**src/rtl/if_fetch_queue.sv**
```systemverilog
// Fetch-to-decode decoupling queue.
// Buffers {exc, pc, instr} so a decode stall does not stall the PC register.
// Fetch stalls only on a full queue. A flush drops every wrong-path entry.
// The exc tag flags a misaligned or out-of-range fetch address. It is
// computed when the entry is enqueued and travels with the entry.
module if_fetch_queue #(
  parameter int          DEPTH = 4,
  parameter logic [31:0] PC_LO = 32'h0000_3000,
  parameter logic [31:0] PC_HI = 32'h0000_6ffc
) (
  input  logic                     clk,
  input  logic                     reset,
  input  logic                     in_valid,
  input  logic [31:0]              in_pc,
  input  logic [31:0]              in_instr,
  output logic                     in_ready,
  output logic                     out_valid,
  output logic [31:0]              out_pc,
  output logic [31:0]              out_instr,
  output logic                     out_exc,
  input  logic                     out_ready,
  input  logic                     flush,
  output logic [$clog2(DEPTH):0]   count
);

  localparam int PW = $clog2(DEPTH);
  localparam int CW = PW + 1;
  localparam logic [CW-1:0] FULL_CNT = CW'(DEPTH);
  localparam logic [PW-1:0] PTR_ONE  = PW'(1);
  localparam logic [CW-1:0] CNT_ONE  = CW'(1);

  typedef struct packed {
    logic        exc;
    logic [31:0] pc;
    logic [31:0] instr;
  } entry_t;

  entry_t           mem [DEPTH];
  logic [PW-1:0]    rd_ptr;
  logic [PW-1:0]    wr_ptr;
  logic [CW-1:0]    count_q;

  logic             push;
  logic             pop;
  logic             in_exc;
  entry_t           head;
  logic [PW-1:0]    rd_ptr_nxt;
  logic [PW-1:0]    wr_ptr_nxt;
  logic [CW-1:0]    count_nxt;

  // Handshakes and fault tag from current-cycle signals; in_ready never looks at out_ready.
  always_comb begin
    in_ready  = (count_q != FULL_CNT);
    out_valid = (count_q != '0);
    push      = in_valid & in_ready;
    pop       = out_valid & out_ready;
    in_exc    = (in_pc[1:0] != 2'b00) | (in_pc < PC_LO) | (in_pc > PC_HI);
  end

  // Next pointer/occupancy values. The flush check only covers the flush cycle.
  // Reset is handled in the register block below.
  always_comb begin
    rd_ptr_nxt = rd_ptr;
    wr_ptr_nxt = wr_ptr;
    count_nxt  = count_q;
    if (flush) begin
      rd_ptr_nxt = '0;
      wr_ptr_nxt = '0;
      count_nxt  = '0;
    end else begin
      if (push) wr_ptr_nxt = wr_ptr + PTR_ONE;
      if (pop)  rd_ptr_nxt = rd_ptr + PTR_ONE;
      case ({push, pop})
        2'b10:   count_nxt = count_q + CNT_ONE;
        2'b01:   count_nxt = count_q - CNT_ONE;
        default: count_nxt = count_q;
      endcase
    end
  end

  // Pointer and occupancy registers with synchronous active-low reset.
  always_ff @(posedge clk) begin
    if (!reset) begin
      rd_ptr  <= '0;
      wr_ptr  <= '0;
      count_q <= '0;
    end else begin
      rd_ptr  <= rd_ptr_nxt;
      wr_ptr  <= wr_ptr_nxt;
      count_q <= count_nxt;
    end
  end

  // Entry storage. Contents are don't-care until written, so there is no reset.
  // A push in a flush or reset cycle is dropped.
  always_ff @(posedge clk) begin
    if (reset && !flush && push) begin
      mem[wr_ptr] <= '{exc: in_exc, pc: in_pc, instr: in_instr};
    end
  end

  // Head presentation. Fields are zeroed while empty so stale entries never leak out.
  always_comb begin
    head      = mem[rd_ptr];
    out_pc    = '0;
    out_instr = '0;
    out_exc   = 1'b0;
    if (out_valid) begin
      out_pc    = head.pc;
      out_instr = head.instr;
      out_exc   = head.exc;
    end
  end

  assign count = count_q;

endmodule
```
**config.mk**
```make
export PLATFORM = sky130hd
export DESIGN_NAME = if_fetch_queue
export DESIGN_NICKNAME = d
export VERILOG_FILES = /design/src/rtl/if_fetch_queue.sv
export SDC_FILE = /design/constraint.sdc
export NUM_CORES = 1
export LEC_CHECK = 0
export ABC_AREA = 0
export CAP_MARGIN = 20
export CORE_ASPECT_RATIO = 0.6
export CORE_MARGIN = 2
export CORE_UTILIZATION = 49
export DETAILED_ROUTE_END_ITERATION = 10
export PLACE_DENSITY_LB_ADDON = 0.1
export SLEW_MARGIN = 10
export SYNTH_ARGS = -nofsm -noshare
export SYNTH_HDL_FRONTEND = slang
export SYNTH_SLANG_ARGS = --single-unit
```
**constraint.sdc**
```tcl
create_clock -name clk -period 2.5 [get_ports clk]
set_input_delay 0.375 -clock clk [delete_from_list [all_inputs] [get_ports clk]]
set_output_delay 0.375 -clock clk [all_outputs]
set_load 0.005 [all_outputs]
```
# Word level (Yosys, flattened, before mapping)
# Memories as Yosys holds them, arrays and structs flattened. A register that Yosys moved wholly into a read port is not among the register bits.
# Cells that the tools add are included.
# totals
wordCells	33
ram_bits	260
register_bits	7
output_inout_bits	70
mem_count	1
# mem_list
name	depth	width	rd	rd_ports_with_merged_regs	write_ports	line_no	text
mem	4	65	1	1	1	38	entry_t mem [DEPTH];
# op_classes
n_bitwise	5
add_sub_neg	4
n_lt_le_gt_ge	2
reduce_logical	7
n_eq_ne	3
n_mux	8
# op_table
cell	count
two-way mux 32 bit	2
greater-than comparator 32 x 15 -> 1 bit, second input constant	1
< comparator 32 x 14 -> 1 bit, second input constant	1
case mux 3 bit (2 select lines)	1
adder 2 x 1 -> 2 bit, second input constant	2
two-way mux 2 bit	2
nonzero test 2 bit	2
adder 3 x 1 -> 3 bit, second input constant	1
two-way mux 1 bit	3
inequality test 3 bit, second input constant	1
nonzero test 3 bit	1
subtractor 3 x 1 -> 3 bit, second input constant	1
bitwise AND 1 bit	2
== test 2 x 1 -> 1 bit, second input constant	1
== test 2 bit, second input constant	1
logical AND 1 bit	2
bitwise OR 1 bit	2
OR reduction 2 bit	1
logical NOT 1 bit	1
NOT 1 bit	1

# Logic depth before layout (Yosys ltp)
# Gate-level depths: netlist of run 1.
# logic_depth
ltp_word	5
ltp_mapped	9

# Least setup slack after synthesis of run 1
# Ideal clock, no wire load.
# synth_timing
kind	register -> register
start	register count_q[0] (netlist: count[0])
end	memory mem[0][0] in the netlist's numbering, enable pin
arrival_time_ns	2.331
setup_ns	0.430
period_less_slack_ns	2.762
stages_incl_launch_ff	4
required_time_ns	2.070
path_slack_ns	-0.262
cell_sequence	dfxtp_1 -> or3b_4 -> and2_4 -> and3_1
# synth_via
elab_chain_cells	5
# synth_lines
item	line_no	text
from (decl)	41	logic [CW-1:0] count_q;
from (signal assigned)	90	count_q <= count_nxt;
inequality test 3 bit	53	in_ready = (count_q != FULL_CNT);
named net in_ready	16	output logic in_ready,
bitwise AND 1 bit	55	push = in_valid & in_ready;
logical AND 1 bit	97	if (reset && !flush && push) begin
two-way mux 1 bit	97	
two-way mux 1 bit (not written as such)	98	mem[wr_ptr] <= '{exc: in_exc, pc: in_pc, instr: in_instr};
to (decl)	38	
# The timed path passes the listed nets, and every way through them passes these cells.

==> metrics.yaml, run 1 <==
status:
  status: "complete, but fails checks"
  violations: "setup timing"
timing:
  rsz0062_at_grt: "yes"
  fin_skew_ns: 0.0127
  tightest_slew_ns: 0.497
  period_needed_ns: 2.54
  setup_viol: 6
  relSlewSlack_pct: 66.8
  timing.final.ws_setup_ns: -0.0398
  drv_slew: 0
  max_freq_mhz: 394
  fin_hold_ws_ns: 0.494
  fin_crit_sh_pct: 102
  finalHoldViolations: 0
run:
  drv_cap: 0
finish:
  layout.cells.non_filler: 973
  fin_nets: 752
  nFillCells: 1369
  drive_gt1_share_pct: 38.0
  antenna_cells: 0
  area_growth_pct: 33.0
  final_common_cell: "edfxtp_1"
  mostFrequentLayoutCells: "edfxtp_1 (260), clkdlybuf4s50_1 (73), mux4_2 (65)"
  multi_input_area_sq_um: 2340
  regArea_sq_um: 8000
setup_path:
  end_kind: "primary output"
  crit_required_ns: 2.12
  ff2ff_path_depth: 9
  rrSetupSlack_ns: 0.10
  rr_endpoint: "count[2]"
  reg2reg_from: "count[0]"
  slowest_stage: "mux4_2"
  crit_chain: "buf_12 > buf_8 > buf_8 > buf_6 > mux4_2 > and2_4 > buf_6"
  start_kind: "flop"
  path_depth: 7
  endpoint: "out_pc[16]"
  slowest_delay_ns: 0.49
  critPathTopFamily: "buffers and inverters"
  critPathKind: "flop to primary output"
  crit_buf_inv: 5
  arrival_ns: 2.16
  cp_max_fo: 6
yosys:
  synth_edf_count: 260
  syn_nets: 547
  syn-cell-area_sq_um: 10300
  ys_ff_latch: 269
  synth_seq_area_share_pct: 77.2
  syn_avg_cell_area_sq_um: 21.9
  syn_inst: 472
  async_flop_share_pct: 0
  yosysUniqueCellTypes: 27
  ys.flop_type: "edfxtp_1"
  ys_warn_count: 0
floorplanning:
  fp.dieW_um: 192
  die_y_um: 117
  die-area_sq_um: 22300
  core_sq_um: 20900
  start_util_pct: 49.5
  ios: 139
  num_rows: 41
global_routing:
  first_global_vias: 5632
  gr-total-overflow: 0
  grt_usage_pct: 20.1
  grt_max_degree: 35
  antenna_found_initial: 2
  grt_first_pass_wirelength_mm: 33.0
clocking:
  clk_pin_slew_ns: 0.06
  clock_path_buffers: 3
  cts_tree: "done"
  cts_max_level: 1
  cts_root_buf: "clkbuf_16"
  cts.sinks: 269
  cts_made_buffers: 25
  insertion_delay_ns: 0.52
routing:
  first_iter_violations: 410
  vias_per_cell: 5.44
  vias: 5291
  drt_wl_total_mm: 21.6
  drc: 0
  first_pass_iters: 5
  avgRoutedWirePerCell_um: 22.2
  drtAntennaViolNets: 0
power_and_ir_drop:
  p_per_area_nw_per_um2: 672
  ir_drop_mv: 0.477
  p_leak_nw: 4.65
min_path:
  holdCritPathClass: "input port to flop"
  min-delay-start: "in_pc[4]"
placed_design:
  place_inst: 891
  dp_hpwl_mm: 12.5
  post-place-ws_ns: 0.0737
  io_buffers: 138
  place.gp.congestion: 0.745
metrics by stage:
stage                     cell area [sq um]  power (mW)  utilization, %  TNS (ns)
after global routing                  13800        9.58            65.9     -1.06
after detailed placement              12400        5.66            59.3         0
after global placement                12400        5.65            59.3         0
after CTS                             13800        9.32            66.2     -2.29
final                                 13800        9.24            65.9    -0.120
after floorplan                       10300        5.29               -         0
worst min-delay path by stage:
stage	depth (start not counted)	endpoint
floorplan	2	wr_ptr[0]
detailed placement	2	wr_ptr[0]
finish	1	mem[0][36]
CTS	1	mem[0][34]
global route	1	mem[2][31]
global placement	2	wr_ptr[0]
flip-flops by register name (all words and copies together) (netlist names), named ones only:
| name | count |
|---|---|
| mem | 260 |
| count | 3 |
| rd_ptr | 2 |
| wr_ptr | 2 |
cell type report:
type,count,area share [%]
Sequential cell,269,58.1
Clock buffer,31,4.71
Tap cell,279,2.54
Multi-Input combinational cell,175,17.0
Inverter,7,0.191
Clock inverter,13,0.819
Timing Repair Buffer,199,16.5
routing by layer:
| metal | routed length, um | vias up | track usage, % | share of wire [%] |
|---|---|---|---|---|
| li1 | - | 2328 | - | - |
| met1 | 9640 | 2805 | 28.7 | 45 |
| met2 | 10600 | 124 | 33.0 | 49 |
| met3 | 1070 | 32 | 4.09 | 4.9 |
| met4 | 359 | 2 | 3.95 | 1.7 |
| met5 | 13 | - | 0 | 0.060 |
logic make-up (layout without fill, tap and decap cells):
group / count (synthesis) / after routing / synth area share [%]
flops: 269 / 269 / 77.2
simple gates: 92 / 92 / 5.43
mux: 65 / 65 / 14.2
buf+inv: 28 / 250 / 1.54
compound gates: 7 / 7 / 0.423
fa+ha+maj: 6 / 6 / 0.798
xor+xnor: 5 / 5 / 0.423
cells in the mapped netlist (2+ instances only):
cell | n | share of area, %
a21oi_1 | 2 | 0.097
and2_1 | 65 | 3.9
and3_1 | 5 | 0.30
buf_2 | 7 | 0.34
buf_6 | 6 | 0.65
clkbuf_1 | 8 | 0.29
dfxtp_1 | 9 | 1.7
edfxtp_1 | 260 | 75
ha_1 | 5 | 0.60
inv_1 | 7 | 0.25
mux4_2 | 65 | 14
nand2_1 | 2 | 0.073
nand4_1 | 3 | 0.18
nor2_1 | 6 | 0.22
nor4_1 | 4 | 0.24
o21ai_0 | 2 | 0.097
o31ai_1 | 2 | 0.15
or3_1 | 2 | 0.12
xor2_1 | 4 | 0.34
power breakdown:
| group | switching [mW] | total, mW | internal, mW |
|---|---|---|---|
| clock network | 1.54 | 3.58 | 2.04 |
| logic | 0.269 | 0.656 | 0.387 |
| registers | 0.0148 | 5.00 | 4.99 |
| total | 1.82 | 9.24 | 7.41 |
what timing repair did:
| item | CTS | global route |
|---|---|---|
| buffers inserted | 36 | 5 |
| endpoints found under the setup margin | 66 | 53 |
| pin swaps | 12 | 3 |
| gates resized for setup | 277 | 54 |
| gates cloned | 8 | 0 |
| hold buffers | 0 | 0 |
No activity file was read; power rests on OpenSTA's default activity.
==> run 2: changes to the inputs <==
--- a/config.mk
+++ b/config.mk
@@ -11,6 +11,7 @@
 export CORE_MARGIN = 2
 export CORE_UTILIZATION = 49
 export DETAILED_ROUTE_END_ITERATION = 10
+export GPL_TIMING_DRIVEN = 0
 export PLACE_DENSITY_LB_ADDON = 0.1
 export SLEW_MARGIN = 10
 export SYNTH_ARGS = -nofsm -noshare
==> metrics.yaml, run 2 (synthesized netlist as in run 1, its figures left out) <==
global_routing:
  first_global_vias: 5432
  gr-total-overflow: 0
  antenna_found_initial: 0
  grt_usage_pct: 18.9
  grt_max_degree: 39
  grt_first_pass_wirelength_mm: 31.3
timing:
  tightest_slew_ns: 0.662
  fin_skew_ns: 0.0163
  fin_crit_sh_pct: 99.7
  fin_hold_ws_ns: 0.501
  relSlewSlack_pct: 55.9
  period_needed_ns: 2.49
  timing.final.ws_setup_ns: 0.00860
  rsz0062_at_grt: "yes"
  drv_slew: 0
  finalHoldViolations: 0
  max_freq_mhz: 401
  setup_viol: 0
setup_path:
  rr_endpoint: "count[2]"
  arrival_ns: 2.12
  end_kind: "primary output"
  cp_max_fo: 4
  rrSetupSlack_ns: 0.14
  reg2reg_from: "count[0]"
  ff2ff_path_depth: 9
  crit_required_ns: 2.12
  critPathKind: "flop to primary output"
  start_kind: "flop"
finish:
  mostFrequentLayoutCells: "edfxtp_1 (260), clkdlybuf4s50_1 (73), mux4_2 (65)"
  final_common_cell: "edfxtp_1"
  antenna_cells: 0
  area_growth_pct: 29.5
  layout.cells.non_filler: 963
  largest_reg_flops: 260
  final_core_utilization_pct: 64.2
  top_register: "mem"
  fin_nets: 742
  drive_gt1_share_pct: 35.5
power_and_ir_drop:
  ir_drop_mv: 0.477
  p_sw_share_pct: 19.3
  p_per_area_nw_per_um2: 683
  power_switching_mw: 1.77
  p_int_mw: 7.38
  pwr-share-comb_pct: 6.7
  p_leak_nw: 4.65
  power.total_mw: 9.14
  seqPwrFrac_pct: 54.7
  p_clk_share_pct: 38.6
clocking:
  clock_path_buffers: 3
  cts_root_buf: "clkbuf_16"
  cts_tree: "done"
  cts_max_level: 1
  clk_pin_slew_ns: 0.06
  insertion_delay_ns: 0.51
  cts.sinks: 269
  cts_made_buffers: 25
floorplanning:
  fp.dieW_um: 192
  start_util_pct: 49.5
  num_rows: 41
  die_y_um: 117
  die-area_sq_um: 22300
  core_sq_um: 20900
  ios: 139
routing:
  drtAntennaViolNets: 0
  first_iter_violations: 303
  drt_wl_total_mm: 20.5
  first_pass_iters: 4
  vias: 5154
  vias_per_cell: 5.35
  avgRoutedWirePerCell_um: 21.3
  drc: 0
min_path:
  hold_path_end: "mem[1][12]"
  min-delay-start: "in_instr[12]"
  holdCritPathClass: "input port to flop"
  min_path_cells: 1
placed_design:
  post-place-ws_ns: -0.272
  place_inst: 893
  place.gp.congestion: 0.746
  io_buffers: 138
  dp_hpwl_mm: 12.4
status:
  status: "complete, no violations"
run:
  drv_cap: 0
[run 2: changes by cell type in the layout (fill, tap and decap cells not counted), sizes merged]
cell | previous run | this run
clkdlybuf4s15 | 11 | 5
dlymetal6s2s | 0 | 10
clkinv | 10 | 11
clkbuf | 40 | 52
buf | 98 | 77
inv | 8 | 7
dlygate4sd2 | 8 | 3
[run 2: how the worst max path moves through the flow]
stage / to / from / cells after the start
global placement: mem[1][15] / reset / 3
CTS: out_instr[17] / flop / 8
floorplan: count[2] / count[2] / 9
finish: out_pc[25] / flop / 7
global route: out_pc[25] / flop / 7
detailed placement: out_pc[24] / count[0] / 5
[run 2: area by class of cell]
cell class | instances | area, sq um
Sequential cell | 269 | 8000
Inverter | 7 | 26.3
Clock inverter | 13 | 105
Tap cell | 279 | 349
Fill cell | 1448 | 7480
Timing Repair Buffer | 171 | 1750
Clock buffer | 31 | 648
Multi-Input combinational cell | 175 | 2320
Buffer | 18 | 196
[run 2: power groups by stage]
stage / Clock (mW) / Sequential, mW / Combinational (mW)
floorplan: 0 / 5.10 / 0.195
global placement: 0 / 5.10 / 0.536
detailed placement: 0 / 5.10 / 0.552
CTS: 3.60 / 5.00 / 0.642
global route: 3.78 / 5.00 / 0.658
finish: 3.53 / 5.00 / 0.609
[run 2: critical path: stages, from the launching register on]
cell	delay, ns
dfxtp_4	0.39
buf_12	0.12
buf_12	0.12
buf_12	0.12
buf_6	0.10
mux4_2	0.50
and2_4	0.16
buf_6	0.11
[run 2: what timing repair did]
action | CTS | global route
setup buffers | 30 | 4
setup endpoints to repair | 66 | 59
gates cloned | 7 | 0
resized for setup | 293 | 49
hold buffers | 0 | 0
pin swaps | 37 | 2
[run 2: per-layer routing]
| layer | wire length (um) | track usage, % | up-vias |
|---|---|---|---|
| li1 | - | - | 2307 |
| met1 | 9710 | 27.9 | 2688 |
| met2 | 9460 | 29.8 | 129 |
| met3 | 936 | 3.09 | 30 |
| met4 | 435 | 4.87 | 0 |
| met5 | 0 | 0 | - |
[run 2: stage by stage]
step | TNS [ns] | instance area, sq um
after global placement | -178.80 | 12100
final | 0 | 13400
after global routing | -0.145 | 13400
after detailed placement | -15.24 | 12200
after CTS | -3.15 | 13600
after floorplan | 0 | 10300
==> run 3: changes to the inputs <==
--- a/config.mk
+++ b/config.mk
@@ -6,6 +6,7 @@
 export NUM_CORES = 1
 export LEC_CHECK = 0
 export ABC_AREA = 0
+export ABC_CLOCK_PERIOD_IN_PS = 2500
 export CAP_MARGIN = 20
 export CORE_ASPECT_RATIO = 0.6
 export CORE_MARGIN = 2
==> constraint.sdc (replaced) <==
create_clock -name clk -period 2.5 [get_ports clk]
set_input_delay 0.25 -clock clk [delete_from_list [all_inputs] [get_ports clk]]
set_output_delay 0.25 -clock clk [all_outputs]
set_load 0.005 [all_outputs]
==> metrics.yaml, run 3 (synthesized netlist as in run 1, its figures left out) <==
global_routing:
  first_global_vias: 5306
  grt_first_pass_wirelength_mm: 30.3
  grt_usage_pct: 18.2
  gr-total-overflow: 0
  grt_max_degree: 39
  antenna_found_initial: 0
placed_design:
  post-place-ws_ns: -0.147
  io_buffers: 138
  place.gp.congestion: 0.746
  dp_hpwl_mm: 12.4
routing:
  drtAntennaViolNets: 0
  first_iter_violations: 330
  vias: 5077
  avgRoutedWirePerCell_um: 21.1
  drt_wl_total_mm: 20.0
  drc: 0
  vias_per_cell: 5.37
  first_pass_iters: 4
timing:
  fin_skew_ns: 0.0123
  timing.final.ws_setup_ns: 0.0652
  period_needed_ns: 2.43
  tightest_slew_ns: 0.663
  finalHoldViolations: 0
  relSlewSlack_pct: 55.8
  fin_crit_sh_pct: 97.4
  max_freq_mhz: 411
  setup_viol: 0
  rsz0062_at_grt: "yes"
  drv_slew: 0
finish:
  drive_gt1_share_pct: 22.0
  largest_reg_flops: 260
  mostFrequentLayoutCells: "edfxtp_1 (260), clkdlybuf4s50_1 (83), mux4_2 (65)"
  fin_nets: 723
  top_register: "mem"
  final_common_cell: "edfxtp_1"
  area_growth_pct: 26.8
power_and_ir_drop:
  ir_drop_mv: 0.488
  p_per_area_nw_per_um2: 692
  power.total_mw: 9.08
  p_leak_nw: 4.43
floorplanning:
  fp.dieW_um: 192
  start_util_pct: 49.5
  die-area_sq_um: 22300
  die_y_um: 117
  core_sq_um: 20900
  ios: 139
  num_rows: 41
setup_path:
  slowest_stage: "mux4_2"
  start_kind: "flop"
  slowest_delay_ns: 0.51
  cp_max_fo: 10
  crit_buf_inv: 3
  arrival_ns: 2.18
  crit_top_cell: "buf_12"
  critPathTopFamily: "buffers and inverters"
  critPathKind: "flop to primary output"
  crit_chain: "buf_12 > buf_12 > mux4_2 > and2_4 > dlygate4sd2_1"
  crit_required_ns: 2.25
  end_kind: "primary output"
clocking:
  cts.sinks: 269
  cts_tree: "done"
  insertion_delay_ns: 0.51
  ctsHoldBuffers: 0
  clock_path_buffers: 3
  cts_root_buf: "clkbuf_16"
  clk_pin_slew_ns: 0.06
  cts_max_level: 1
  cts_made_buffers: 25
status:
  status: "complete, no violations"
min_path:
  holdCritPathClass: "input port to flop"
run:
  drv_cap: 0
run 3: metrics by stage:
stage	TNS [ns]	cells	area, sq um	util [%]	hold slack (ns)
after floorplan	0	472	10300	-	0.349
after global placement	-141.30	889	12100	57.8	0.484
after detailed placement	-1.23	893	12200	58.3	0.511
after CTS	-0.0117	943	13100	62.6	0.359
after global routing	-0.0269	944	13100	62.8	0.376
final	0	945	13100	62.8	0.381
run 3: timing repair:
action	CTS	global route
setup buffers	4	0
cloned	2	1
gates resized for setup	99	11
endpoints found under the setup margin	65	15
pin swaps	1	0
run 3: final timing paths:
check                                   from       endpoint  depth (start not counted)  slack, ns
worst max-delay path                    flop  out_instr[20]                          5       0.07
worst max register to register      count[2]       count[2]                          9       0.12
worst min register to register     wr_ptr[0]      wr_ptr[0]                          2       0.54
worst min-delay path            in_instr[14]     mem[0][14]                          1       0.38
run 3: layout make-up:
class                           count  area, sq um
Antenna cell                        1         2.50
Buffer                             21          249
Clock buffer                       31          648
Clock inverter                     13          105
Fill cell                        1481         7760
Inverter                            7         26.3
Multi-Input combinational cell    175         2240
Sequential cell                   269         7990
Tap cell                          279          349
Timing Repair Buffer              149         1500
run 3: power breakdown:
group | internal, mW | leakage, nW | switching, mW
Combinational | 0.309 | 1.63 | 0.236
Clock | 2.03 | 0.368 | 1.50
Sequential | 4.99 | 2.43 | 0.0146
run 3: layer usage:
layer	track usage, %	up-vias	routed length [um]
met5	0	-	0
met4	4.41	0	385
met3	3.22	27	868
met2	28.9	119	9240
met1	26.8	2657	9490
li1	-	2274	-
